==> config.mk <==
export PLATFORM = sky130hd
export DESIGN_NAME = imem_boot_ctrl
export DESIGN_NICKNAME = d
export VERILOG_FILES = /design/src/rtl/imem_boot_pkg.sv /design/src/rtl/imem_boot_csum.sv /design/src/rtl/imem_boot_ctrl.sv
export SDC_FILE = /design/constraint.sdc
export NUM_CORES = 1
export LEC_CHECK = 0
export ABC_AREA = 0
export CAP_MARGIN = 20
export CORE_UTILIZATION = 30
export DETAILED_ROUTE_END_ITERATION = 8
export PLACE_DENSITY = 0.81
export SLEW_MARGIN = 30
export SYNTH_ARGS = -nofsm -noshare
export SYNTH_HDL_FRONTEND = slang
export SYNTH_SLANG_ARGS = --single-unit
==> constraint.sdc <==
create_clock -name clk -period 2.1 [get_ports clk]
set_input_delay 0.42 -clock clk [delete_from_list [all_inputs] [get_ports clk]]
set_output_delay 0.42 -clock clk [all_outputs]
set_load 0.05 [all_outputs]
==> src/rtl/imem_boot_pkg.sv <==
// Shared constants and state encoding for the instruction-memory boot controller.
package imem_boot_pkg;
  localparam int DEPTH_DEF = 256;
  localparam int BOFF_W    = 2;

  typedef enum logic [2:0] {
    ST_IDLE    = 3'd0,
    ST_LOAD    = 3'd1,
    ST_CHECK   = 3'd2,
    ST_RELEASE = 3'd3,
    ST_RUN     = 3'd4
  } state_e;
endpackage

==> src/rtl/imem_boot_csum.sv <==
// Running mod-2^32 sum of loaded words; zero_o flags that the sum plus the
// presented word wraps to zero.
module imem_boot_csum (
  input  logic        clk,
  input  logic        rstn,
  input  logic        clr_i,
  input  logic        add_i,
  input  logic [31:0] data_i,
  output logic        zero_o
);
  logic [31:0] acc_q;

  always_ff @(posedge clk or negedge rstn) begin
    if (!rstn)      acc_q <= '0;
    else if (clr_i) acc_q <= '0;
    else if (add_i) acc_q <= acc_q + data_i;
  end

  assign zero_o = (acc_q + data_i) == 32'd0;
endmodule

==> src/rtl/imem_boot_ctrl.sv <==
// Owns the imem port: streams a boot image in from the loader while the CPU is
// held in reset, then hands the port to fetch. Option: IMEM_BOOT_CHECKSUM_EN.
module imem_boot_ctrl
  import imem_boot_pkg::*;
#(
  parameter int DEPTH = DEPTH_DEF,
  parameter int LEN_W = 9
) (
  input  logic             clk,
  input  logic             rstn,
  input  logic             i_start,
  input  logic [LEN_W-1:0] i_load_len,
  input  logic             s_valid,
  input  logic [31:0]      s_data,
  output logic             s_ready,
  input  logic [31:0]      i_fetch_addr,
  output logic             o_mem_we,
  output logic [31:0]      o_mem_addr,
  output logic [31:0]      o_mem_wdata,
  output logic             o_cpu_rstn,
  output logic             o_busy,
  output logic             o_done,
  output logic             o_err
);
  state_e           state_q;
  logic [LEN_W-1:0] cnt_q, len_q, len_clamp;
  logic             cpu_rstn_q, done_q;
  logic             start_ok, hs, last;

  assign start_ok  = i_start && (state_q == ST_IDLE || state_q == ST_RUN);
  assign len_clamp = (i_load_len > LEN_W'(DEPTH)) ? LEN_W'(DEPTH) : i_load_len;
  assign s_ready   = (state_q == ST_LOAD) || (state_q == ST_CHECK);
  assign hs        = s_valid && s_ready;
  assign last      = cnt_q == (len_q - LEN_W'(1));

  // Loader owns the port only in LOAD/CHECK, so fetch and loader never collide.
  assign o_mem_we    = hs && (state_q == ST_LOAD);
  assign o_mem_addr  = s_ready ? 32'({cnt_q, {BOFF_W{1'b0}}}) : i_fetch_addr;
  assign o_mem_wdata = s_data;
  assign o_cpu_rstn  = cpu_rstn_q;
  assign o_done      = done_q;
  assign o_busy      = (state_q == ST_LOAD) || (state_q == ST_CHECK) || (state_q == ST_RELEASE);

`ifdef IMEM_BOOT_CHECKSUM_EN
  localparam state_e AFTER_LAST = ST_CHECK;
  logic csum_ok, err_q;

  imem_boot_csum u_csum (
    .clk    (clk),
    .rstn   (rstn),
    .clr_i  (start_ok),
    .add_i  (o_mem_we),
    .data_i (s_data),
    .zero_o (csum_ok)
  );

  always_ff @(posedge clk or negedge rstn) begin
    if (!rstn)                                    err_q <= 1'b0;
    else if (start_ok)                            err_q <= 1'b0;
    else if (state_q == ST_CHECK && hs && !csum_ok) err_q <= 1'b1;
  end
  assign o_err = err_q;
`else
  localparam state_e AFTER_LAST = ST_RELEASE;
  assign o_err = 1'b0;
`endif

  always_ff @(posedge clk or negedge rstn) begin
    if (!rstn) begin
      state_q    <= ST_IDLE;
      cnt_q      <= '0;
      len_q      <= '0;
      cpu_rstn_q <= 1'b0;
      done_q     <= 1'b0;
    end else begin
      done_q     <= 1'b0;
      cpu_rstn_q <= 1'b0;
      if (start_ok) begin
        len_q   <= len_clamp;
        cnt_q   <= '0;
        state_q <= (len_clamp == '0) ? ST_RELEASE : ST_LOAD;
      end else begin
        case (state_q)
          ST_LOAD: if (hs) begin
            cnt_q <= cnt_q + LEN_W'(1);
            if (last) state_q <= AFTER_LAST;
          end
`ifdef IMEM_BOOT_CHECKSUM_EN
          ST_CHECK: if (hs) state_q <= csum_ok ? ST_RELEASE : ST_IDLE;
`endif
          ST_RELEASE: begin
            done_q  <= 1'b1;
            state_q <= ST_RUN;
          end
          ST_RUN:  cpu_rstn_q <= 1'b1;
          default: ;
        endcase
      end
    end
  end
endmodule

## Word level (Yosys, flattened, before mapping)

Index checks and enable logic that the tools add are counted.

| operators by class | value |
|---|---|
| add/sub/neg operators | 2 |
| order comparisons | 1 |
| equal/unequal tests | 7 |
| muxes and demuxes | 14 |
| reduce and logical (&&, ||, !) cells | 13 |

Operator list:

| cell | count |
|---|---|
| 2-to-1 mux 9 bit | 4 |
| 2-to-1 mux 32 bit | 1 |
| adder 9 x 1 -> 9 bit (second input constant) | 1 |
| equality test 9 bit | 1 |
| greater-than comparator 9 bit (second input constant) | 1 |
| zero test 9 bit | 1 |
| 2-to-1 mux 3 bit | 3 |
| subtractor 9 x 1 -> 9 bit (second input constant) | 1 |
| equality test 3 x 2 -> 1 bit (second input constant) | 2 |
| inequality test 3 bit (second input constant) | 2 |
| case mux 3 bit (2 select lines) | 1 |
| 2-to-1 mux 1 bit | 4 |
| nonzero test 2 bit | 2 |
| equality test 3 x 1 -> 1 bit (second input constant) | 1 |
| equality test 3 bit (second input constant) | 1 |
| logical AND 1 bit | 3 |
| zero test 3 bit | 1 |
| logical OR 1 bit | 3 |
| AND reduction 3 bit | 1 |
| nonzero test 3 bit | 1 |
| 2-to-1 mux 2 bit | 1 |
| AND reduction 2 bit | 1 |

| word-level totals | value |
|---|---|
| register bits | 23 |
| input port bits | 77 |
| output and inout port bits | 70 |
| logic and storage cells | 42 |

## Logic depth before layout (Yosys ltp)

| logic depth | value |
|---|---|
| word-level depth | 6 |
| mapped depth | 8 |
| depth with buffers taken out | 7 |

## Worst setup path after synthesis

OpenSTA, ideal clock, no wires.

| timing path | value |
|---|---|
| kind | register -> output |
| from | register state_q[0] |
| to | output o_mem_addr[22] |
| arrival | 1,979 ps |
| data required time | 1,680 ps |
| path slack | -299 ps |
| stages on the path, launching flop included | 6 |
| buffers on the path | 2 |
| cell sequence | dfrtp_1 > buf_2 > xnor2_1 > nor2_1 > clkbuf_1 > nor2b_1 |

| on the way | value |
|---|---|
| longest elaborated chain between the ends | 3 |
| elaborated cells on any way between the ends | 4 |
| classes of those cells | eq/ne (2); mux (1); reduce/logical (1) |

Ends and longest elaborated chain:

| what | RTL line | RTL |
|---|---|---|
| start: declaration | imem_boot_ctrl.sv:25 | `state_e state_q;` |
| start signal: assignment | imem_boot_ctrl.sv:81 | `state_q <= (len_clamp == '0) ? ST_RELEASE : ST_LOAD;` |
| equality test 3 x 1 -> 1 bit / equality test 3 x 2 -> 1 bit (equally long branches) | imem_boot_ctrl.sv:32 | `assign s_ready = (state_q == ST_LOAD) \|\| (state_q == ST_CHECK);` |
| logical OR 1 bit (*) | imem_boot_ctrl.sv:32 |  |
| named net s_ready | imem_boot_ctrl.sv:15 | `output logic s_ready,` |
| 2-to-1 mux 32 bit (*) | imem_boot_ctrl.sv:38 | `assign o_mem_addr = s_ready ? 32'({cnt_q, {BOFF_W{1'b0}}}) : i_fetch_addr;` |
| end: declaration | imem_boot_ctrl.sv:18 | `output logic [31:0] o_mem_addr,` |

The timed path passes the listed nets; every way through them passes the cells marked *.

## Final worst setup path

| timing path | value |
|---|---|
| from | register state_q[1] |
| to | output o_mem_addr[6] |

| on the way | value |
|---|---|
| longest elaborated chain between the ends | 3 |
| elaborated cells on any way between the ends | 4 |
| classes of those cells | eq/ne (2); mux (1); reduce/logical (1) |

Ends and longest elaborated chain:

| what | RTL line |
|---|---|
| equality test 3 x 1 -> 1 bit / equality test 3 x 2 -> 1 bit (equally long branches) | imem_boot_ctrl.sv:32 |
| logical OR 1 bit (*) | imem_boot_ctrl.sv:32 |
| 2-to-1 mux 32 bit (*) | imem_boot_ctrl.sv:38 |

Every way passes the cells marked *; elsewhere a longest branch is shown, timed or not.

==> impl_results.html <==
<table>
<tr><th>Metric</th><th>Value</th></tr>
<tr><th colspan="2">Place</th></tr>
<tr><td>HPWL after detailed placement</td><td>around 3500 um</td></tr>
<tr><td>Setup slack after placement</td><td>approximately 0.15 ns</td></tr>
<tr><td>Routability-driven placement congestion ratio</td><td>about 0.82</td></tr>
<tr><td>Port Buf Inserts</td><td>between 80 and 90</td></tr>
<tr><th colspan="2">Timing</th></tr>
<tr><td>Final setup violation count</td><td>0</td></tr>
<tr><td>Post-route worst setup slack</td><td>between 0.04 and 0.05 ns</td></tr>
<tr><td>Clock period minus worst slack</td><td>2.05 ns</td></tr>
<tr><td>Rel. slew slack</td><td>between 60% and 70%</td></tr>
<tr><td>Max Transition Viols Final</td><td>0</td></tr>
<tr><td>Setup skew after layout</td><td>0.00271 ns</td></tr>
<tr><td>Fmax</td><td>487 MHz</td></tr>
<tr><td>Ratio of final minimum period to clock period</td><td>roughly 98%</td></tr>
<tr><td>Hold WS</td><td>between 0.4 and 0.5 ns</td></tr>
<tr><td>Summed negative setup slack over all endpoints</td><td>0 ns</td></tr>
<tr><td>Final-report hold violation count</td><td>0</td></tr>
<tr><td>RSZ-0062 raised after global routing</td><td>yes</td></tr>
<tr><td>Slew at the pin with the worst max-slew slack</td><td>0.511 ns</td></tr>
<tr><th colspan="2">Global routing</th></tr>
<tr><td>Antenna violations before repair</td><td>0</td></tr>
<tr><td>Number of global-route vias before repair</td><td>1506</td></tr>
<tr><td>Global router's overall resource usage</td><td>approximately 14%</td></tr>
<tr><td>Wire length of the first global-routing pass</td><td>6940 um</td></tr>
<tr><td>Total congestion overflow</td><td>0</td></tr>
<tr><td>Largest net degree at the start of global routing</td><td>24</td></tr>
<tr><th colspan="2">Floorplan</th></tr>
<tr><td>Overall die area</td><td>about 6600 um^2</td></tr>
<tr><td>Die Y</td><td>about 81 um</td></tr>
<tr><td>Core footprint</td><td>between 5000 and 6000 um^2</td></tr>
<tr><td>IO Count</td><td>147</td></tr>
<tr><td>Cell row count</td><td>28</td></tr>
<tr><td>Starting Density</td><td>31.4%</td></tr>
<tr><td>Die Wd</td><td>~81 um</td></tr>
<tr><th colspan="2">Outcome</th></tr>
<tr><td>Status</td><td>complete, no violations</td></tr>
<tr><th colspan="2">Drt</th></tr>
<tr><td>Routed length per instance</td><td>13.1 um</td></tr>
<tr><td>Post-route antenna net violation count</td><td>0</td></tr>
<tr><td>Drc violations</td><td>0</td></tr>
<tr><td>DRT Wirelength</td><td>about 4500 um</td></tr>
<tr><td>TritonRoute pass-1 iters</td><td>4</td></tr>
<tr><td>Via count</td><td>1594</td></tr>
<tr><td>Initial DRC count</td><td>between 40 and 50</td></tr>
<tr><td>Avg Vias per Cell</td><td>4.66</td></tr>
<tr><th colspan="2">Clocking</th></tr>
<tr><td>Clock latency at the later pin of the worst-skew pair</td><td>between 0.2 and 0.3 ns</td></tr>
<tr><td>Root buffer cell</td><td>sky130_fd_sc_hd__clkbuf_8</td></tr>
<tr><td>Buffer depth of the longest clock path</td><td>2</td></tr>
<tr><td>Clock tree from TritonCTS</td><td>yes</td></tr>
<tr><td>Clock transition at the register clock pins on the worst setup and hold paths after CTS</td><td>0.08 ns</td></tr>
<tr><td>Htree depth</td><td>1</td></tr>
<tr><td>Number of buffers inserted during clock tree synthesis</td><td>3</td></tr>
<tr><td>Sink count of the clock tree</td><td>23</td></tr>
<tr><th colspan="2">Synth</th></tr>
<tr><td>Netlist area before placement</td><td>1870 um^2</td></tr>
<tr><td>Number of instances in the synthesized netlist</td><td>216</td></tr>
<tr><td>Proportion of synthesized chip area in sequential cells</td><td>a little under a third</td></tr>
<tr><td>Syn. warnings</td><td>0</td></tr>
<tr><td>EDFF count, synth</td><td>0</td></tr>
<tr><td>Avg Cell Area, Syn</td><td>8.66 um^2</td></tr>
<tr><td>Top_reg_cell synth</td><td>sky130_fd_sc_hd__dfrtp_1</td></tr>
<tr><td>Syn nets</td><td>around 300</td></tr>
<tr><td>Share of synthesized registers carrying an async set or reset</td><td>between 90% and 100%</td></tr>
<tr><td>Number of synthesized register bits</td><td>23</td></tr>
<tr><td>Netlist cell types</td><td>36</td></tr>
<tr><th colspan="2">Critical path</th></tr>
<tr><td>Startpoint of the lowest-slack register-to-register path</td><td>len_q[0]$_DFFE_PN0P_</td></tr>
<tr><td>Crit-path max FO</td><td>12</td></tr>
<tr><td>Launch point of the critical path</td><td>state_q[1]$_DFFE_PN0P_</td></tr>
<tr><td>Kind of start point of the critical path</td><td>register</td></tr>
<tr><td>Worst Path Required</td><td>1.68 ns</td></tr>
<tr><td>CP arrival</td><td>between 1.5 and 2 ns</td></tr>
<tr><td>Crit Path Class</td><td>register to output pin</td></tr>
<tr><td>Slack of the worst reg-to-reg path</td><td>between 0.2 and 0.25 ns</td></tr>
<tr><td>Count of cells along the worst register-to-register path</td><td>7</td></tr>
<tr><td>Reg-to-reg critical path endpoint</td><td>state_q[1]$_DFFE_PN0P_</td></tr>
<tr><td>Nature of the critical path endpoint</td><td>output pin</td></tr>
<tr><th colspan="2">Finish</th></tr>
<tr><td>Fraction of final layout cells with drive strength greater than 1</td><td>about a quarter</td></tr>
<tr><td>Most frequent standard cell in the layout excluding fill and tap cells</td><td>sky130_fd_sc_hd__clkdlybuf4s50_1</td></tr>
<tr><td>Synthesis-to-finish area growth</td><td>39.9%</td></tr>
<tr><td>Post-layout nets</td><td>347</td></tr>
<tr><td>Post-Route Utilization</td><td>43.9%</td></tr>
<tr><td>Filler instances</td><td>approximately 560</td></tr>
<tr><td>Top library cells by usage in the layout, fill and taps aside</td><td>sky130_fd_sc_hd__clkdlybuf4s50_1, sky130_fd_sc_hd__buf_4, sky130_fd_sc_hd__nor2b_1, sky130_fd_sc_hd__dfrtp_1, sky130_fd_sc_hd__nand2_1</td></tr>
<tr><td>Diode count</td><td>0</td></tr>
<tr><th colspan="2">Pwr</th></tr>
<tr><td>Power Density</td><td>1470 nW/um^2</td></tr>
<tr><td>Leakage power summed over all cells</td><td>about 1.2 nW</td></tr>
<tr><td>Worst IR drop on VDD</td><td>approximately 0.66 mV</td></tr>
<tr><td>Design Power</td><td>3.84 mW</td></tr>
<tr><th colspan="2">Flow run</th></tr>
<tr><td>Number of max-capacitance violations reported</td><td>0</td></tr>
<tr><th colspan="2">Min path</th></tr>
<tr><td>Class of the tightest hold or removal check</td><td>input pin to async pin</td></tr>
</table>
-- final cells by class --
| type | count | area [um^2] | area share, % |
|---|---|---|---|
| Clock buffer | 3 | 41.3 | 1.58 |
| Tap cell | 75 | 93.8 | 3.59 |
| Multi-Input combinational cell | 143 | 985 | 37.6 |
| Clock inverter | 1 | 5.00 | 0.191 |
| Inverter | 6 | 22.5 | 0.861 |
| Sequential cell | 23 | 576 | 22.0 |
| Timing Repair Buffer | 91 | 893 | 34.1 |
-- how the worst max path moves through the flow --
stage | end | slack (ns) | depth (start not counted)
2_1_floorplan | o_mem_addr[22] | -0.15 | 5
3_3_place_gp | cnt_q[7]$_DFFE_PN0P_ | 0.17 | 6
3_5_place_dp | cnt_q[7]$_DFFE_PN0P_ | 0.15 | 6
4_1_cts | o_mem_addr[3] | 0.001 | 5
5_1_grt | o_mem_addr[6] | -0.01 | 5
6_report | o_mem_addr[6] | 0.05 | 5
-- routing by layer --
metal	vias up	global-route usage, %	routed length (um)
met3	8	4.04	463
met5	-	0	0
met1	732	14.5	1700
met4	0	4.64	65
met2	80	25.9	2250
li1	774	-	-
-- synthesized netlist by cell type, types with 2 or more instances --
library cell               count  area (um^2)
sky130_fd_sc_hd__xnor2_1      13          114
sky130_fd_sc_hd__ha_1          2         25.0
sky130_fd_sc_hd__dfrtp_1      23          576
sky130_fd_sc_hd__buf_4        33          248
sky130_fd_sc_hd__inv_1         6         22.5
sky130_fd_sc_hd__o21ai_0       6         30.0
sky130_fd_sc_hd__nor4b_1       3         26.3
sky130_fd_sc_hd__and3_1        2         12.5
sky130_fd_sc_hd__clkbuf_1      7         26.3
sky130_fd_sc_hd__nor2b_1      23          144
sky130_fd_sc_hd__nand4_1       4         25.0
sky130_fd_sc_hd__nor3b_1       2         15.0
sky130_fd_sc_hd__xor2_1       10         87.6
sky130_fd_sc_hd__nand2_1      18         67.6
sky130_fd_sc_hd__nor2_1       16         60.1
sky130_fd_sc_hd__nor3_1        2         10.0
sky130_fd_sc_hd__mux2_2        9          101
sky130_fd_sc_hd__nand3b_1     11         82.6
sky130_fd_sc_hd__nand3_1       7         35.0
sky130_fd_sc_hd__buf_2         3         15.0
-- flip-flops by register name, indices dropped and copies added, names as in the netlist --
name        flops
state_q         3
cnt_q           9
len_q           9
o_done          1
o_cpu_rstn      1
-- stage by stage --
step	cells	cell area, um^2
finish	342	2620
floorplan	216	1880
detailed placement	334	2480
global route	342	2620
global placement	334	2480
CTS	342	2600
-- power by group --
group          switching (mW)  total [mW]  internal, mW
clock                   0.135       0.267         0.132
sequential              0.219       0.796         0.577
combinational            1.61        2.78          1.17
-- kinds of logic after synthesis --
kind of cell / share of synthesized area, %
other cells: 0.200
mux: 5.42
buf+inv: 17.3
flops: 30.8
fa+ha+maj: 1.34
xor+xnor: 10.8
simple gates: 29.8
compound gates: 4.42
-- critical path: stages, from the launching register on --
cell and delay, ns:
sky130_fd_sc_hd__dfrtp_1 0.40, sky130_fd_sc_hd__xnor2_1 0.14, sky130_fd_sc_hd__nor2_2 0.15, sky130_fd_sc_hd__buf_12 0.16
sky130_fd_sc_hd__mux2_2 0.35, sky130_fd_sc_hd__buf_6 0.16
-- repair_timing --
item	CTS	global route
pin swaps	1	1
cloned	1	0
endpoints found under the setup margin	9	9
hold buffers	0	0
buffers inserted	3	0
resized for setup	7	4
Note: power is estimated with default switching activity, not from simulation.
==> RTL change (config.mk and constraints unchanged) <==
`LEN_W`: 9 -> 18.
--- a/src/rtl/imem_boot_ctrl.sv
+++ b/src/rtl/imem_boot_ctrl.sv
@@ -4,7 +4,7 @@
   import imem_boot_pkg::*;
 #(
   parameter int DEPTH = DEPTH_DEF,
-  parameter int LEN_W = 9
+  parameter int LEN_W = 18
 ) (
   input  logic             clk,
   input  logic             rstn,
Ports: changed (resized i_load_len); port bits go from 147 to 156. No check against the original RTL was run, so the function may have changed too.
==> RTL change against the unedited design <==
The flow now finishes with violations (setup timing). Wire length up 87%. Sequential cell count rose by 18. Die area grew 57%. Setup slack lost 0.32 ns. Final area is 70% higher. Non-clock buffer count grew 45. Synthesized area grew 58%. Hold slack worse by 0.42 ns. Largest cell class unchanged.
Power is left out: it rests on default switching activity, and per cell area and clock period it moved more than threefold.
==> RTL change: results (changes against the unedited design) <==
Yosys
  • Synthesized area per cell: 9.02 sq um (+4.2%)
  • Synth warn: 0 (unchanged)
  • Ys async rst share: 1.00 (unchanged)
  • Synth cell count leaders: dfrtp_1 (41), buf_4 (33), nor2_1 (30)
  • Seq/Total Area, Yosys: 0.347 (+0.0390)
  • Synth area leaders: dfrtp_1 (35%), buf_4 (8.4%), mux2_2 (7.6%), xnor2_1 (6.2%), nor2_1 (3.8%)
  • Syn_nets: 416 (+41%)
  • Netlist cell types: 52 (+44%)
  • Post-synth EDFFs: 0 (unchanged)

Finish
  • Top Registers: cnt_q (18), len_q (18), state_q (3)
  • Layout Nets: 511 (+47%)
  • Fin cells: 553 (+62%)
  • Fraction of final layout cells sized beyond drive strength 1: 0.349 (+0.0944)

Global route
  • GRT Util Overall: 0.163 (+0.0251)
  • Initial antenna violation count: 0 (unchanged)
  • Vias in the first global route: 2751 (+83%)
  • Largest net degree at the start of global routing: 42 (+75%)
  • Global-route wire length before repair: 13.2 mm (+90%)

Worst setup path
  • Worst R2R Path Depth: 6 (-1)
  • Critical Path Fanout Max: 31 (+19)
  • Worst path slowest cell: dfrtp_1
  • CP startpoint: state_q[1]
  • CP Capture Point: o_mem_addr[15]
  • Worst path max stage delay: 0.51 ns (+0.11 ns)
  • Worst R2R Setup Slack: -0.24 ns (-0.46 ns)
  • RR Endpoint: state_q[1]
  • Critical R2R Launch: len_q[8]
  • Delay-heaviest family, CP: flip-flops
  • Worst EP arrival: 1.95 ns (+0.32 ns)

Timing
  • Max_slew headroom: 0.635 (-0.0226)
  • Slack of the critical path: -0.267 ns (-0.315 ns)
  • Slew @ Worst Pin: 0.545 ns (+0.0341 ns)
  • Setup violations, final: 23 (+23)
  • Clk_skew: 0.00583 ns (+0.00312 ns)
  • Final TNS setup: -5.29 ns (-5.29 ns)

Clock network
  • Total CTS buffers: 5 (+2)
  • Clock Latency Late Sink: 0.30 ns (+0.04 ns)
  • Clock root buffer: clkbuf_8
  • CTS max path bufs: 2 (unchanged)
  • # H-tree levels: 2 (+1)

Route
  • Routed wire length: 8.39 mm (+87%)
  • Routed vias/inst: 4.98 (+6.9%)
  • Met2 wire len: 4.22 mm (+88%)
  • Routed met3 length: 472 um (+1.9%)
  • DRT iter0 DRCs: 88 (+87%)
  • DRC violations left: 0 (unchanged)
  • Drt pass-1 iters: 4 (unchanged)
  • Metal-1 WL: 3.58 mm (+110%)

Placement
  • Placer Congestion: 0.926 (+13%)
  • Port Buf Inserts: 90 (+11%)
  • Placed insts: 542 (+62%)
  • HPWL after DPL: 6.33 mm (+82%)

Hold path
  • Hold Crit Class: primary input to asynchronous set/reset pin

Run status
  • Failing checks: setup timing
  • Status: finished, violations left
RTL change: cell types whose count changed after synthesis, sizes merged, moves of 4 or more:
| cell | change |
|---|---|
| nor3 | +5 |
| nor2 | +14 |
| nand3b | -9 |
| a21oi | +8 |
| dfrtp | +18 |
| nand2 | -5 |
| mux2 | +11 |
| a22o | +5 |
| or3 | +8 |
| o21ai | +4 |
| and2 | +12 |
| xnor2 | +8 |
| nor2b | -6 |
RTL change: kinds of logic (layout without fill, tap and decap cells):
logic type	count (synthesis)	in the layout	synth area share
compound gates	47	47	0.110
xor+xnor	32	32	0.0947
fa+ha+maj	2	2	0.00846
buf+inv	57	153	0.120
flops	41	41	0.347
mux	22	22	0.0829
other cells	1	1	0.00127
simple gates	126	126	0.236
RTL change: metal layers:
metal  vias to the layer above  GRT usage
met1                      1339      0.198
li1                       1302          -
met4                         0     0.0312
met5                         -          0
met2                       103      0.297
met3                        12     0.0345
RTL change: final cells by class:
cell class / instances / area [sq um]
Clock inverter: 3 / 17.5
Clock buffer: 5 / 68.8
Fill cell: 865 / 4960
Sequential cell: 41 / 1030
Inverter: 9 / 33.8
Timing Repair Buffer: 136 / 1390
Tap cell: 129 / 161
Multi-Input combinational cell: 230 / 1750
RTL change: metrics by stage:
step            util  setup WS [ns]  area (sq um)  hold slack, ns
2_1_floorplan      -         -0.233          3080           0.124
5_1_grt        0.473         -0.304          4450          0.0916
4_1_cts        0.464         -0.222          4370          0.0910
3_3_place_gp   0.454         -0.255          4270           0.406
6_report       0.473         -0.267          4450          0.0762
3_5_place_dp   0.454         -0.315          4270           0.414
RTL change: timing repair:
action / 4_1_cts / 5_1_grt
pin swaps: 1 / 7
resized for setup: 2 / 10
setup endpoints to repair: 23 / 31
buffers inserted: 0 / 3
